<file path="config.mk">
export PLATFORM = sky130hd
export DESIGN_NAME = sdram_rom_loader
export DESIGN_NICKNAME = d
export VERILOG_FILES = /design/src/rtl/sdram_rom_loader.sv
export SDC_FILE = /design/constraint.sdc
export NUM_CORES = 1
export LEC_CHECK = 0
export BUFFER_PORTS_ARGS = -buffer_cell sky130_fd_sc_hd__buf_4
export CAP_MARGIN = 20
export CORE_AREA = 2 2 111 113
export CTS_BUF_LIST = sky130_fd_sc_hd__clkbuf_16
export DETAILED_ROUTE_END_ITERATION = 6
export DIE_AREA = 0 0 113 115
export PLACE_DENSITY = 0.95
export REMOVE_ABC_BUFFERS = 1
export SLEW_MARGIN = 30
export SYNTH_ARGS = -nofsm -noshare
export SYNTH_HDL_FRONTEND = slang
export SYNTH_SLANG_ARGS = --single-unit
</file>
<file path="constraint.sdc">
create_clock -name clk -period 5.5 [get_ports clk]
set_input_delay 0.55 -clock clk [delete_from_list [all_inputs] [get_ports clk]]
set_output_delay 0.55 -clock clk [all_outputs]
set_load 0.02 [all_outputs]
</file>
<file path="src/rtl/sdram_rom_loader.sv">
// Packs the 8-bit ROM download into 16-bit words and writes them through the two SDRAM toggle ports.
// Odd strobe -> request toggle on the next edge. ioctl_wait stalls the downloader until the ack matches the request.
module sdram_rom_loader #(
    parameter logic [24:0] P2_BASE = 25'h0400000,
    parameter logic [24:0] ROM_END = 25'h0800000
) (
    input  logic        clk,
    input  logic        reset_n,
    input  logic        ioctl_download,
    input  logic        ioctl_wr,
    input  logic [24:0] ioctl_addr,
    input  logic [7:0]  ioctl_dout,
    output logic        ioctl_wait,
    output logic        port1_req,
    input  logic        port1_ack,
    output logic        port1_we,
    output logic [22:0] port1_a,
    output logic [1:0]  port1_ds,
    output logic [15:0] port1_d,
    output logic        port2_req,
    input  logic        port2_ack,
    output logic        port2_we,
    output logic [22:0] port2_a,
    output logic [1:0]  port2_ds,
    output logic [15:0] port2_d,
    output logic        rom_loaded,
    output logic [21:0] words_written
);

    typedef enum logic [2:0] {IDLE, ISSUE, WAIT, FLUSH, DONE} state_t;

    state_t      state;
    state_t      state_nxt;

    logic        dl_q;
    logic        end_pend;
    logic        flushing;
    logic        cur_p2;
    logic        lo_valid;
    logic [7:0]  lo_buf;
    logic [23:0] pend_word;

    logic        dl_fall;
    logic        dl_rise;
    logic        flush_now;
    logic        accept;
    logic        odd_stb;
    logic        even_stb;
    logic        even_flush;
    logic        evt;
    logic        issue_go;
    logic        to_p2;
    logic        acked;
    logic [24:0] w_addr;
    logic [15:0] w_dat;
    logic [1:0]  w_ds;
    logic [22:0] w_a;

    assign dl_fall    = dl_q && !ioctl_download;
    assign dl_rise    = !dl_q && ioctl_download;
    assign flush_now  = (state == IDLE) && (dl_fall || end_pend);
    assign accept     = ioctl_wr && ioctl_download && (state == IDLE) && !end_pend;
    assign odd_stb    = accept && ioctl_addr[0];
    assign even_stb   = accept && !ioctl_addr[0];
    assign even_flush = even_stb && lo_valid && (pend_word != ioctl_addr[24:1]);

    // Word candidate: either the odd byte completing a word, or the buffered half word being flushed.
    always_comb begin
        w_addr = {ioctl_addr[24:1], 1'b0};
        w_dat  = {ioctl_dout, lo_buf};
        w_ds   = {1'b1, lo_valid};
        evt    = odd_stb;
        if (flush_now || even_flush) begin
            w_addr = {pend_word, 1'b0};
            w_dat  = {8'h00, lo_buf};
            w_ds   = 2'b01;
            evt    = lo_valid;
        end
    end

    assign to_p2    = (w_addr >= P2_BASE);
    assign w_a      = to_p2 ? (w_addr[23:1] - P2_BASE[23:1]) : w_addr[23:1];
    assign issue_go = evt && (w_addr < ROM_END);
    assign acked    = cur_p2 ? (port2_ack == port2_req) : (port1_ack == port1_req);

    always_ff @(posedge clk) begin
        if (!reset_n) begin
            state <= IDLE;
        end else begin
            state <= state_nxt;
        end
    end

    always_comb begin
        state_nxt = state;
        unique case (state)
            IDLE: begin
                if (flush_now) begin
                    state_nxt = issue_go ? FLUSH : DONE;
                end else if (issue_go) begin
                    state_nxt = ISSUE;
                end
            end
            ISSUE:   state_nxt = WAIT;
            FLUSH:   state_nxt = WAIT;
            WAIT: begin
                if (acked) begin
                    state_nxt = flushing ? DONE : IDLE;
                end
            end
            DONE: begin
                if (dl_rise) begin
                    state_nxt = IDLE;
                end
            end
            default: state_nxt = IDLE;
        endcase
    end

    always_comb begin
        ioctl_wait = (state == ISSUE) || (state == WAIT) || (state == FLUSH) || (accept && issue_go);
        rom_loaded = (state == DONE);
    end

    // Port registers load on the edge that enters ISSUE/FLUSH and hold until the next word.
    always_ff @(posedge clk) begin
        if (!reset_n) begin
            dl_q          <= 1'b0;
            end_pend      <= 1'b0;
            flushing      <= 1'b0;
            cur_p2        <= 1'b0;
            lo_valid      <= 1'b0;
            lo_buf        <= 8'h00;
            pend_word     <= 24'h0;
            port1_req     <= 1'b0;
            port1_we      <= 1'b0;
            port1_a       <= 23'h0;
            port1_ds      <= 2'b00;
            port1_d       <= 16'h0;
            port2_req     <= 1'b0;
            port2_we      <= 1'b0;
            port2_a       <= 23'h0;
            port2_ds      <= 2'b00;
            port2_d       <= 16'h0;
            words_written <= 22'h0;
        end else begin
            dl_q     <= ioctl_download;
            end_pend <= (state != IDLE) && (state != DONE) && (end_pend || dl_fall);

            if ((state == IDLE) && issue_go) begin
                cur_p2   <= to_p2;
                flushing <= flush_now;
                if (to_p2) begin
                    port2_req <= ~port2_req;
                    port2_we  <= 1'b1;
                    port2_a   <= w_a;
                    port2_ds  <= w_ds;
                    port2_d   <= w_dat;
                end else begin
                    port1_req <= ~port1_req;
                    port1_we  <= 1'b1;
                    port1_a   <= w_a;
                    port1_ds  <= w_ds;
                    port1_d   <= w_dat;
                end
            end
            if (state == DONE) begin
                flushing <= 1'b0;
            end

            // A flushing even byte re-fills the buffer in the same cycle, so lo_valid stays set.
            if (flush_now || odd_stb) begin
                lo_valid <= 1'b0;
            end else if (even_stb) begin
                lo_valid  <= 1'b1;
                lo_buf    <= ioctl_dout;
                pend_word <= ioctl_addr[24:1];
            end

            if (dl_rise) begin
                words_written <= 22'h0;
            end else if ((state == WAIT) && acked && (words_written != {22{1'b1}})) begin
                words_written <= words_written + 22'd1;
            end
        end
    end

endmodule

</file>
==> qor.csv, run 1 <==
metric;value;unit
dpl ws;1.794;ns
worst hold margin;0.3822;ns
GR Util All Layers;28.16;%
endpoint of the lowest-slack register-to-register path;port1_a[14]$_SDFFE_PN0P_;
drt total wl;18180;um
Clock Path Buffers;2;
Final Util;71.81;%
post-route cell area;8482;um2
Worst R2R Path Depth;8;
Leak;3.766;nW
initial antenna violation count;0;
port buffer count;148;
# setup viols final;0;
total die area;13000;um2
crit path cell chain;nor3_1 > and4_1 > nor2_1 > a211oi_1 > o21ai_0 > a21oi_1 > buf_4;
Post-CTS Resized;0;
Worst EP required;4.95;ns
most frequent cells in the layout;nand2_1 (165), buf_4 (163), dfxtp_1 (148);
Fillers;885;
sw frac;23.43;%
drt pass-1 iters;7;
syn_area_per_cell;8.365;um2
fin. max-slew vios;0;
Mapped Area;6775;um2
Core ar.;11810;um2
Cell Area, Placed;7960;um2
setup bufs post-CTS;0;
final net count;973;
CTS Hold Bufs;0;
PwrDens;278.8;nW/um2
drt wl/cell;16.71;um
Net Switching;0.5540;mW
first-pass GRT wire length;29620;um
total power;2.364;mW
final period utilization;67.38;%
Mapped Cells;810;
Int Pwr;1.810;mW
Post-synth top flop;dfxtp_1;
H-tree lvl count;4;
grt total ovfl;0;
worst flop-to-flop path startpoint;state[2]$_SDFFE_PN0P_;
Yosys warning total;0;
sequential power share;46.7;%
Largest stage delay, worst path;0.76;ns
total number of vias;6420;
Antenna Diode Count;0;
die width;113;um
status;complete, but fails checks;
number of synthesized flops with an enable pin;0;
CP arrival;3.16;ns
Site Rows;40;
CP startpoint kind;register;
CTS tree;yes;
Hold WC Path Type;primary input to register;
max cap viols;0;
largest net degree at the start of global routing;82;
DR DRC count;13;
vias in the first global route;6201;
final hold viol count;0;
critical path fanouts, max;23;
Initial Util;57.36;%
Final ANT Viol Nets;0;
Initial DRC Count;746;
I/O pin cnt;149;
crit end category;primary output;
FF+latch count, synth;148;
Comb power frac;8.5;%
Final GP Congestion;0.8826;
register area share after synthesis;43.73;%
RSZ-0062 raised after global routing;no;
clock skew;0.006299;ns
Worst Slack Setup Final;1.794;ns
share of flip-flops with an asynchronous set or reset;0;%
Worst VDD drop;0.1937;mV
HPWL after detailed placement;11920;um
Slew Limit Headroom;43.73;%
most common cell after layout, fill and taps aside;nand2_1;
failing checks;design-rule violations;
later-pin clock latency in the skew report;0.42;ns
Min-Delay Startpoint;ioctl_download;
root buf cell;clkbuf_16;
Slowest cell on crit path;and4_1;
Clock transition at path regs;0.06;ns
vias per cell;5.901;
P&R area growth vs syn;25.19;%
worst slew pin tran;0.8440;ns
hold worst-path end;dl_q$_SDFF_PN0_;
layout cells sized above 1;20.62;%
Setup CP Type;register to primary output;
Tmin final;3.706;ns
sinks on the clock net;148;
die height;115;um
R2R Setup Slk;1.93;ns
number of buffers created by CTS;17;
Max Clk Rate;269.9;MHz
Hold Path Stages;2;
clock group share of total power;44.8;%
Synth cell types;39;
## worst max-delay path: cells and delay by family, from the launching register on
| kind | cells | cell delay (ns) |
|---|---|---|
| buffers and inverters | 1 | 0.17 |
| and+or+nand+nor | 3 | 1.18 |
| AOI/OAI and AO/OA | 3 | 1.02 |
| DFF | 1 | 0.36 |
## cells by family (layout without fill, tap and decap cells)
| group | Yosys count | in the layout | synth area share [%] |
|---|---|---|---|
| AOI/OAI and AO/OA | 147 | 147 | 12.32 |
| DFF | 148 | 148 | 43.73 |
| xor gates and xnor gates | 46 | 46 | 5.946 |
| adders and majority gates | 1 | 1 | 0.1846 |
| and+or+nand+nor | 322 | 322 | 21.59 |
| buffers and inverters | 65 | 196 | 4.247 |
| muxes | 81 | 81 | 11.99 |
## sequential cells by signal, indices dropped and copies added (netlist names), 2 cells and up
signal,count
port2_a,23
port1_d,16
state,3
port1_ds,2
words_written,22
port2_d,16
port2_ds,2
lo_buf,8
port1_a,23
pend_word,24
## cells in the mapped netlist (6+ instances only)
cell,count,share of area [%]
nand4_1,14,1.3
nand2_1,166,9.2
nor3_1,14,1.0
nor4_1,6,0.55
o31ai_1,22,2.4
clkbuf_1,45,2.5
xnor2_1,7,0.90
mux2i_1,80,12
nor2_1,28,1.6
o21ai_0,50,3.7
dfxtp_1,148,44
a21oi_1,61,4.5
and3_1,10,0.92
inv_1,6,0.33
nand3_1,62,4.6
xor2_1,39,5.0
## stage by stage
step           std cells  TNS (ns)
3_3_place_gp        1061         0
6_report            1088         0
2_1_floorplan        751    -8.136
5_1_grt             1088         0
3_5_place_dp        1061         0
4_1_cts             1088         0
## layer usage
layer | GRT usage (%) | wire length, um
met5 | 0 | 0
met1 | 34.60 | 7256
met4 | 12.85 | 516
met2 | 47.31 | 8979
met3 | 6.537 | 1429
## layout make-up
class	count	area [um2]	area share, %
multi-input cells	597	3567	42.06
flip-flops and latches	148	2963	34.93
repair buffers	163	1224	14.43
clock buffers	17	425.4	5.015
well taps	147	183.9	2.168
clock inverters	10	96.34	1.136
inverters	6	22.52	0.2655
## power by group through the flow
stage,Clock (mW),Sequential [mW],Combinational (mW)
after floorplan,0,1.13,0.0958
after global routing,1.12,1.11,0.219
after CTS,1.07,1.10,0.199
after global placement,0,1.13,0.191
final,1.06,1.10,0.201
after detailed placement,0,1.13,0.196
## how the worst max path moves through the flow
stage	from	to	cells past startpoint
global placement	ioctl_download	port1_a[3]$_SDFFE_PN0P_	9
floorplan	ioctl_addr[4]	port1_a[12]$_SDFFE_PN0P_	6
global route	state[1]$_SDFFE_PN0P_	ioctl_wait	7
detailed placement	ioctl_download	port1_a[3]$_SDFFE_PN0P_	9
CTS	state[1]$_SDFFE_PN0P_	ioctl_wait	7
finish	state[1]$_SDFFE_PN0P_	ioctl_wait	7
(Power assumes the default switching activity.)
==> run 2: changes to the inputs <==
ABC_AREA = 1   (was unset)
CORE_AREA = 2 2 113 115   (was 2 2 111 113)
DIE_AREA = 0 0 115 117   (was 0 0 113 115)
PLACE_DENSITY = 0.9   (was 0.95)
clock period = 3.6 ns   (was 5.5 ns; I/O delays follow)
==> run 2 against run 1 <==
The flow now finishes without violations. Highest routed layer unchanged. Largest cell class is now registers. Total power increased by 64%. Clock-buffer cell count unchanged. Sequential share of layout area increased by 0.94 points. Clock power increased by 77%. Routed wire length decreased by 9.8%. Clock skew increased by 0.0023 ns.
==> qor.csv, run 2 <==
metric;value;unit;change
H-tree lvl count;4;;unchanged
Top reg by flops;pend_word;;unchanged
Site Rows;41;;was 40
number of synthesized flops with an enable pin;0;;unchanged
Hold WC Path Type;primary input to register;;unchanged
first-pass GRT wire length;26940;um;was 29,620 um
Synth cell types;33;;was 39
Initial Util;52.77;%;was 57.36%
max cap viols;0;;unchanged
Post-synth top flop;dfxtp_1;;unchanged
most common cell after layout, fill and taps aside;nand2_1;;unchanged
Synth area leaders;dfxtp_1 (46%), nand2_1 (15%), a21oi_1 (7.1%);;was dfxtp_1 (44%), mux2i_1 (12%), nand2_1 (9.2%)
grt total ovfl;0;;unchanged
final hold viol count;0;;unchanged
I/O pin cnt;149;;unchanged
drt wl/cell;13.34;um;was 16.71 um
drt pass-1 iters;7;;unchanged
Core ar.;12310;um2;was 11,810 um2
Post-CTS Resized;0;;unchanged
FF+latch area;2963;um2;unchanged
dpl ws;0.6586;ns;was 1.794 ns
share of flip-flops with an asynchronous set or reset;0;%;unchanged
# setup viols final;0;;unchanged
multiplexer share of the synthesized area;0;%;was 11.99%
vias in the first global route;5748;;was 6,201
worst slew pin tran;0.7953;ns;was 0.8440 ns
DR DRC count;0;;was 13
PwrDens;470.6;nW/um2;was 278.8 nW/um2
crit end category;primary output;;unchanged
drt total wl;16390;um;was 18,180 um
Post-Synth Simple-Gate Area;27.61;%;was 21.59%
final net count;1106;;was 973
Yosys top cell area share;45.60;%;was 43.73%
Antenna Diode Count;0;;unchanged
clock skew;0.008606;ns;was 0.006299 ns
P&R area growth vs syn;27.11;%;was 25.19%
Initial DRC Count;428;;was 746
Worst VDD drop;0.4732;mV;was 0.1937 mV
Worst Slack Setup Final;0.5406;ns;was 1.794 ns
most frequent cells in the layout;nand2_1 (265), buf_4 (152), dfxtp_1 (148);;was nand2_1 (165), buf_4 (163), dfxtp_1 (148)
root buf cell;clkbuf_16;;unchanged
biggest regs;pend_word x24, port1_a x23, port2_a x23;;unchanged
die height;117;um;was 115 um
critical path fanouts, max;18;;was 23
CP startpoint kind;register;;unchanged
Final GP Congestion;0.9001;;was 0.8826
CTS tree;yes;;unchanged
Mapped Area;6497;um2;was 6775 um2
Setup CP Type;register to primary output;;unchanged
RSZ-0062 raised after global routing;no;;unchanged
vias per cell;5.193;;was 5.901
Clock Path Buffers;2;;unchanged
Final ANT Viol Nets;0;;unchanged
initial antenna violation count;0;;unchanged
port buffer count;148;;unchanged
sinks on the clock net;148;;unchanged
area leader, netlist;dfxtp_1;;unchanged
largest net degree at the start of global routing;88;;was 82
HPWL after detailed placement;10820;um;was 11,920 um
Mapped Cells;936;;was 810
Slew Limit Headroom;46.98;%;was 43.73%
largest family of logic cells by synthesized area;simple AND/OR/NAND/NOR gates;;unchanged
setup bufs post-CTS;0;;unchanged
total die area;13460;um2;was 13,000 um2
Leak;3.609;nW;was 3.766 nW
number of buffers created by CTS;17;;unchanged
final std cells w/o fill;1229;;was 1,088
Clock transition at path regs;0.06;ns;about the same
footprint of the multi-input gates;2922;um2;was 3567 um2
xor/xnor share of the synthesized area;1.618;%;was 5.946%
final period utilization;84.98;%;
Fillers;999;;was 885
placed instance count;1197;;was 1,061
FF+latch count, synth;148;;unchanged
post-synthesis compound-gate area fraction;15.54;%;was 12.32%
total number of vias;6382;;was 6,420
syn_area_per_cell;6.942;um2;was 8.365 um2
fin. max-slew vios;0;;unchanged
later-pin clock latency in the skew report;0.42;ns;about the same
die width;115;um;was 113 um
max FFs per register;24;;unchanged
Synth Area in Adders;0.1926;%;was 0.1847%
status;completed;;was complete, but fails checks
Max Clk Rate;326.9;MHz;
GR Util All Layers;24.90;%;was 28.16%
Yosys warning total;0;;unchanged
worst hold margin;0.1521;ns;was 0.3822 ns
Synth top cells by count;nand2_1 (265), dfxtp_1 (148), nor2_1 (108);;was nand2_1 (166), dfxtp_1 (148), mux2i_1 (80)
CTS Hold Bufs;0;;unchanged
Tmin final;3.059;ns;
count leader, synth;nand2_1;;unchanged
Worst EP required;3.24;ns;was 4.95 ns
register area share after synthesis;45.60;%;was 43.73%
CP arrival;2.70;ns;was 3.16 ns
layout cells sized above 1;19.65;%;was 20.62%
-- run 2: cell types whose count changed in the layout (fill, tap and decap cells not counted), moves of 8 or more --
| cell | before | now |
|---|---|---|
| a21oi_1 | 60 | 92 |
| and3_1 | 10 | 0 |
| buf_4 | 163 | 152 |
| inv_1 | 7 | 95 |
| mux2i_1 | 80 | 0 |
| nand2_1 | 165 | 265 |
| nand2_2 | 1 | 9 |
| nand3_1 | 62 | 13 |
| nor2_1 | 28 | 108 |
| o21ai_0 | 50 | 81 |
| o21ai_1 | 0 | 17 |
| o31ai_1 | 22 | 0 |
| xor2_1 | 39 | 7 |
-- run 2: layer usage --
metal	share of wire (%)	global-route usage, %
met4	1.8	7.952
met1	42	30.99
met3	9.3	9.114
met5	0	0
met2	47	40.47
-- run 2: worst max-delay path, cell delays in order (launching register included) --
cell and delay, ns:
dfxtp_1 0.36, nor2_4 0.14, nand2_2 0.09, nor2_2 0.11, inv_2 0.04, or2_2 0.29, nor2_2 0.10, nand2_2 0.08
nand2_2 0.26, nand2_1 0.09, nand2_1 0.13, nand3_4 0.17, o22ai_1 0.22, buf_4 0.18
-- run 2: final cells by class --
| type | instances | area share (%) |
|---|---|---|
| Sequential cell | 148 | 35.87 |
| Multi-Input combinational cell | 645 | 35.37 |
| Timing Repair Buffer | 154 | 14.30 |
| Clock buffer | 17 | 5.151 |
| Inverter | 100 | 4.545 |
| Clock inverter | 15 | 2.484 |
| Tap cell | 150 | 2.272 |
-- run 2: where the power goes --
group	switching, mW	total [mW]	internal, mW
Combinational	0.198	0.312	0.113
Sequential	0.0193	1.70	1.68
Clock	0.714	1.88	1.17
Total	0.931	3.89	2.95
-- run 2: final timing paths --
check                      startpoint                        to  slack, ns  depth (start not counted)
max             state[0]$_SDFFE_PN0P_                ioctl_wait       0.54                         13
min                    ioctl_download           dl_q$_SDFF_PN0_       0.15                          3
max reg2reg     state[0]$_SDFFE_PN0P_   port1_d[7]$_SDFFE_PN0P_       0.64                         15
min reg2reg  port1_a[21]$_SDFFE_PN0P_  port1_a[21]$_SDFFE_PN0P_       0.43                          2
-- run 2: logic make-up (layout without fill, tap and decap cells) --
logic type,count (synthesis),in the layout
AND/OR/NAND/NOR,435,435
AO/OA/AOI/OAI,197,197
flip-flops,148,148
buffers and inverters,143,286
XOR/XNOR,12,12
adder cells (fa/ha/maj),1,1
-- run 2: stage by stage --
stage	setup TNS (ns)	instance area, um2	power, mW	utilization [%]
floorplan	-3.264	6260	1.911	-
global placement	0	7629	2.030	61.96
detailed placement	0	7629	2.037	61.96
CTS	0	8259	3.900	67.08
global route	0	8259	4.023	67.08
finish	0	8259	3.886	67.08
==> run 3: changes to the inputs <==
CORE_AREA = 2 2 119 121   (was 2 2 113 115)
DIE_AREA = 0 0 121 123   (was 0 0 115 117)
PLACE_DENSITY = 0.86   (was 0.9)
clock period = 2.8 ns   (was 3.6 ns; I/O delays follow)
==> run 3 against run 2 <==
Cell area is 1.5% higher. Routed wire length is essentially flat. Hold slack got worse by 0.080 ns. Sequential share of layout area shrank 0.51 points. Clock-buffer cell count unchanged. Clock skew up 0.0026 ns. Combinational power up 30%. Total power rose by 28%. Flip-flop and latch count did not move. Critical endpoint unchanged.
==> qor.csv, run 3 (synthesized netlist as in run 2, its figures left out) <==
metric;value;unit;change
Antenna Diode Count;0;;unchanged
initial antenna violation count;0;;unchanged
Fillers;1216;;was 999
RSZ-0062 raised after global routing;no;;unchanged
largest delay contributor family on the critical path;simple AND/OR/NAND/NOR gates;;unchanged
Worst VDD drop;0.4249;mV;was 0.4732 mV
root buf cell;clkbuf_16;;unchanged
max cap viols;0;;unchanged
Hold WC Path Type;primary input to register;;unchanged
FF+latch area;2963;um2;unchanged
Hold Path Stages;3;;unchanged
footprint of the multi-input gates;2935;um2;was 2922 um2
vias per cell;4.893;;was 5.193
CTS tree;yes;;unchanged
Worst R2R Path Depth;16;;was 15
Cell Area, Placed;7719;um2;was 7629 um2
sinks on the clock net;148;;unchanged
Tmin final;2.589;ns;
crit path cell chain;nor2_4 > nand2_2 > nor2_2 > inv_2 > or2_2 > nor2_2 > nand2_2 > nand2_4 > nand2_1 > nand2_2 > nand3_4 > o22ai_2 > buf_4;;was nor2_4 > nand2_2 > nor2_2 > inv_2 > or2_2 > nor2_2 > nand2_2 > nand2_2 > nand2_1 > nand2_1 > nand3_4 > o22ai_1 > buf_4
worst hold margin;0.07255;ns;was 0.1521 ns
biggest regs;pend_word x24, port1_a x23, port2_a x23;;unchanged
Slowest cell on crit path;dfxtp_1;;unchanged
Clock transition at path regs;0.06;ns;about the same
Final GP Congestion;0.8697;;was 0.9001
crit-path most repeated cell;nand2_2;;unchanged
R2R Setup Slk;0.24;ns;was 0.64 ns
Initial Util;47.73;%;was 52.77%
hold worst-path end;dl_q$_SDFF_PN0_;;unchanged
PwrDens;593.1;nW/um2;was 470.6 nW/um2
clock skew;0.01121;ns;was 0.008606 ns
drt wl/cell;12.92;um;was 13.34 um
Site Rows;43;;was 41
number of buffers created by CTS;17;;unchanged
Core ar.;13610;um2;was 12,310 um2
final net count;1115;;was 1,106
port buffer count;148;;unchanged
CP bufs+invs;2;;unchanged
CP startpoint kind;register;;unchanged
Top reg by flops;pend_word;;unchanged
post-route cell area;8379;um2;was 8259 um2
vias in the first global route;5732;;was 5,748
Min-Delay Startpoint;ioctl_download;;unchanged
# setup viols final;0;;unchanged
DR DRC count;0;;unchanged
total number of vias;6204;;was 6,382
Setup CP Type;register to primary output;;unchanged
status;completed;;unchanged
Leak;3.653;nW;was 3.609 nW
endpoint of the lowest-slack register-to-register path;port2_d[1]$_SDFFE_PN0P_;;was port1_d[7]$_SDFFE_PN0P_
later-pin clock latency in the skew report;0.43;ns;was 0.42 ns
worst slew pin tran;0.8067;ns;was 0.7953 ns
most frequent cells in the layout;nand2_1 (264), buf_4 (159), dfxtp_1 (148);;was nand2_1 (265), buf_4 (152), dfxtp_1 (148)
critical path fanouts, max;7;;was 18
most common cell after layout, fill and taps aside;nand2_1;;unchanged
Initial DRC Count;381;;was 428
Final ANT Viol Nets;0;;unchanged
fin. max-slew vios;0;;unchanged
drt pass-1 iters;5;;was 7
worst flop-to-flop path startpoint;state[0]$_SDFFE_PN0P_;;unchanged
Clock Path Buffers;2;;unchanged
Largest stage delay, worst path;0.35;ns;was 0.36 ns
CP arrival;2.31;ns;was 2.70 ns
first-pass GRT wire length;26720;um;was 26,940 um
Slew Limit Headroom;46.22;%;was 46.98%
I/O pin cnt;149;;unchanged
total die area;14880;um2;was 13,460 um2
total power;4.970;mW;was 3.886 mW
Worst EP required;2.52;ns;was 3.24 ns
Max Clk Rate;386.3;MHz;
CTS Hold Bufs;0;;unchanged
H-tree lvl count;4;;unchanged
final period utilization;92.46;%;
largest net degree at the start of global routing;88;;unchanged
layout cells sized above 1;20.59;%;was 19.65%
P&R area growth vs syn;28.96;%;was 27.11%
GR Util All Layers;22.60;%;was 24.90%
drt total wl;16380;um;was 16,390 um
grt total ovfl;0;;unchanged
Final Util;61.56;%;was 67.08%
final hold viol count;0;;unchanged
setup TNS;0;ns;unchanged
crit end category;primary output;;unchanged
die width;121;um;was 115 um
max FFs per register;24;;unchanged
die height;123;um;was 117 um
HPWL after detailed placement;11180;um;was 10,820 um
==> run 3: how the worst max path moves through the flow <==
stage	startpoint	end	slack, ns	cells past startpoint
after global routing	state[0]$_SDFFE_PN0P_	port2_d[1]$_SDFFE_PN0P_	0.01	16
after floorplan	state[1]$_SDFFE_PN0P_	port2_a[13]$_SDFFE_PN0P_	-1.00	15
after global placement	state[0]$_SDFFE_PN0P_	port2_d[4]$_SDFFE_PN0P_	0.28	15
after CTS	state[0]$_SDFFE_PN0P_	ioctl_wait	0.13	13
final	state[0]$_SDFFE_PN0P_	ioctl_wait	0.21	13
after detailed placement	ioctl_download	port2_d[10]$_SDFFE_PN0P_	0.23	14
==> run 3: area by class of cell <==
class / count / share of cell area, %
flip-flops and latches: 148 / 35.36
multi-input cells: 645 / 35.03
repair buffers: 163 / 15.10
clock buffers: 17 / 5.077
inverters: 100 / 4.480
well taps: 180 / 2.688
clock inverters: 15 / 2.270
==> run 3: layer usage <==
| metal | wire (um) | global-route usage [%] | share of wire (%) |
|---|---|---|---|
| met2 | 7720 | 37.22 | 47 |
| met3 | 1395 | 9.686 | 8.5 |
| met5 | 0 | 0 | 0 |
| met4 | 262 | 6.904 | 1.6 |
| met1 | 6999 | 26.78 | 43 |
==> run 3: power breakdown <==
part / total (mW) / switching, mW / internal, mW
clock: 2.39 / 0.961 / 1.42
combinational: 0.406 / 0.254 / 0.152
sequential: 2.18 / 0.0246 / 2.15
total: 4.97 / 1.24 / 3.73
==> run 3: worst min-delay path, cell delays in order <==
cell and delay, ns:
buf_4 0.10, nand2_1 0.05, inv_1 0.04
==> run 3: what timing repair did <==
action / in CTS / in global routing
endpoints found under the hold margin: 0 / 0
setup endpoints to repair: 1 / 34
gates cloned: 0 / 0
buffers inserted: 1 / 1
pin swaps: 1 / 1
gates resized for setup: 1 / 4
==> run 3: per-stage QoR <==
stage / setup WS [ns] / std cells
final: 0.2112 / 1268
after global placement: 0.2805 / 1234
after floorplan: -1.002 / 893
after global routing: 0.01273 / 1268
after detailed placement: 0.2268 / 1234
after CTS: 0.1254 / 1267
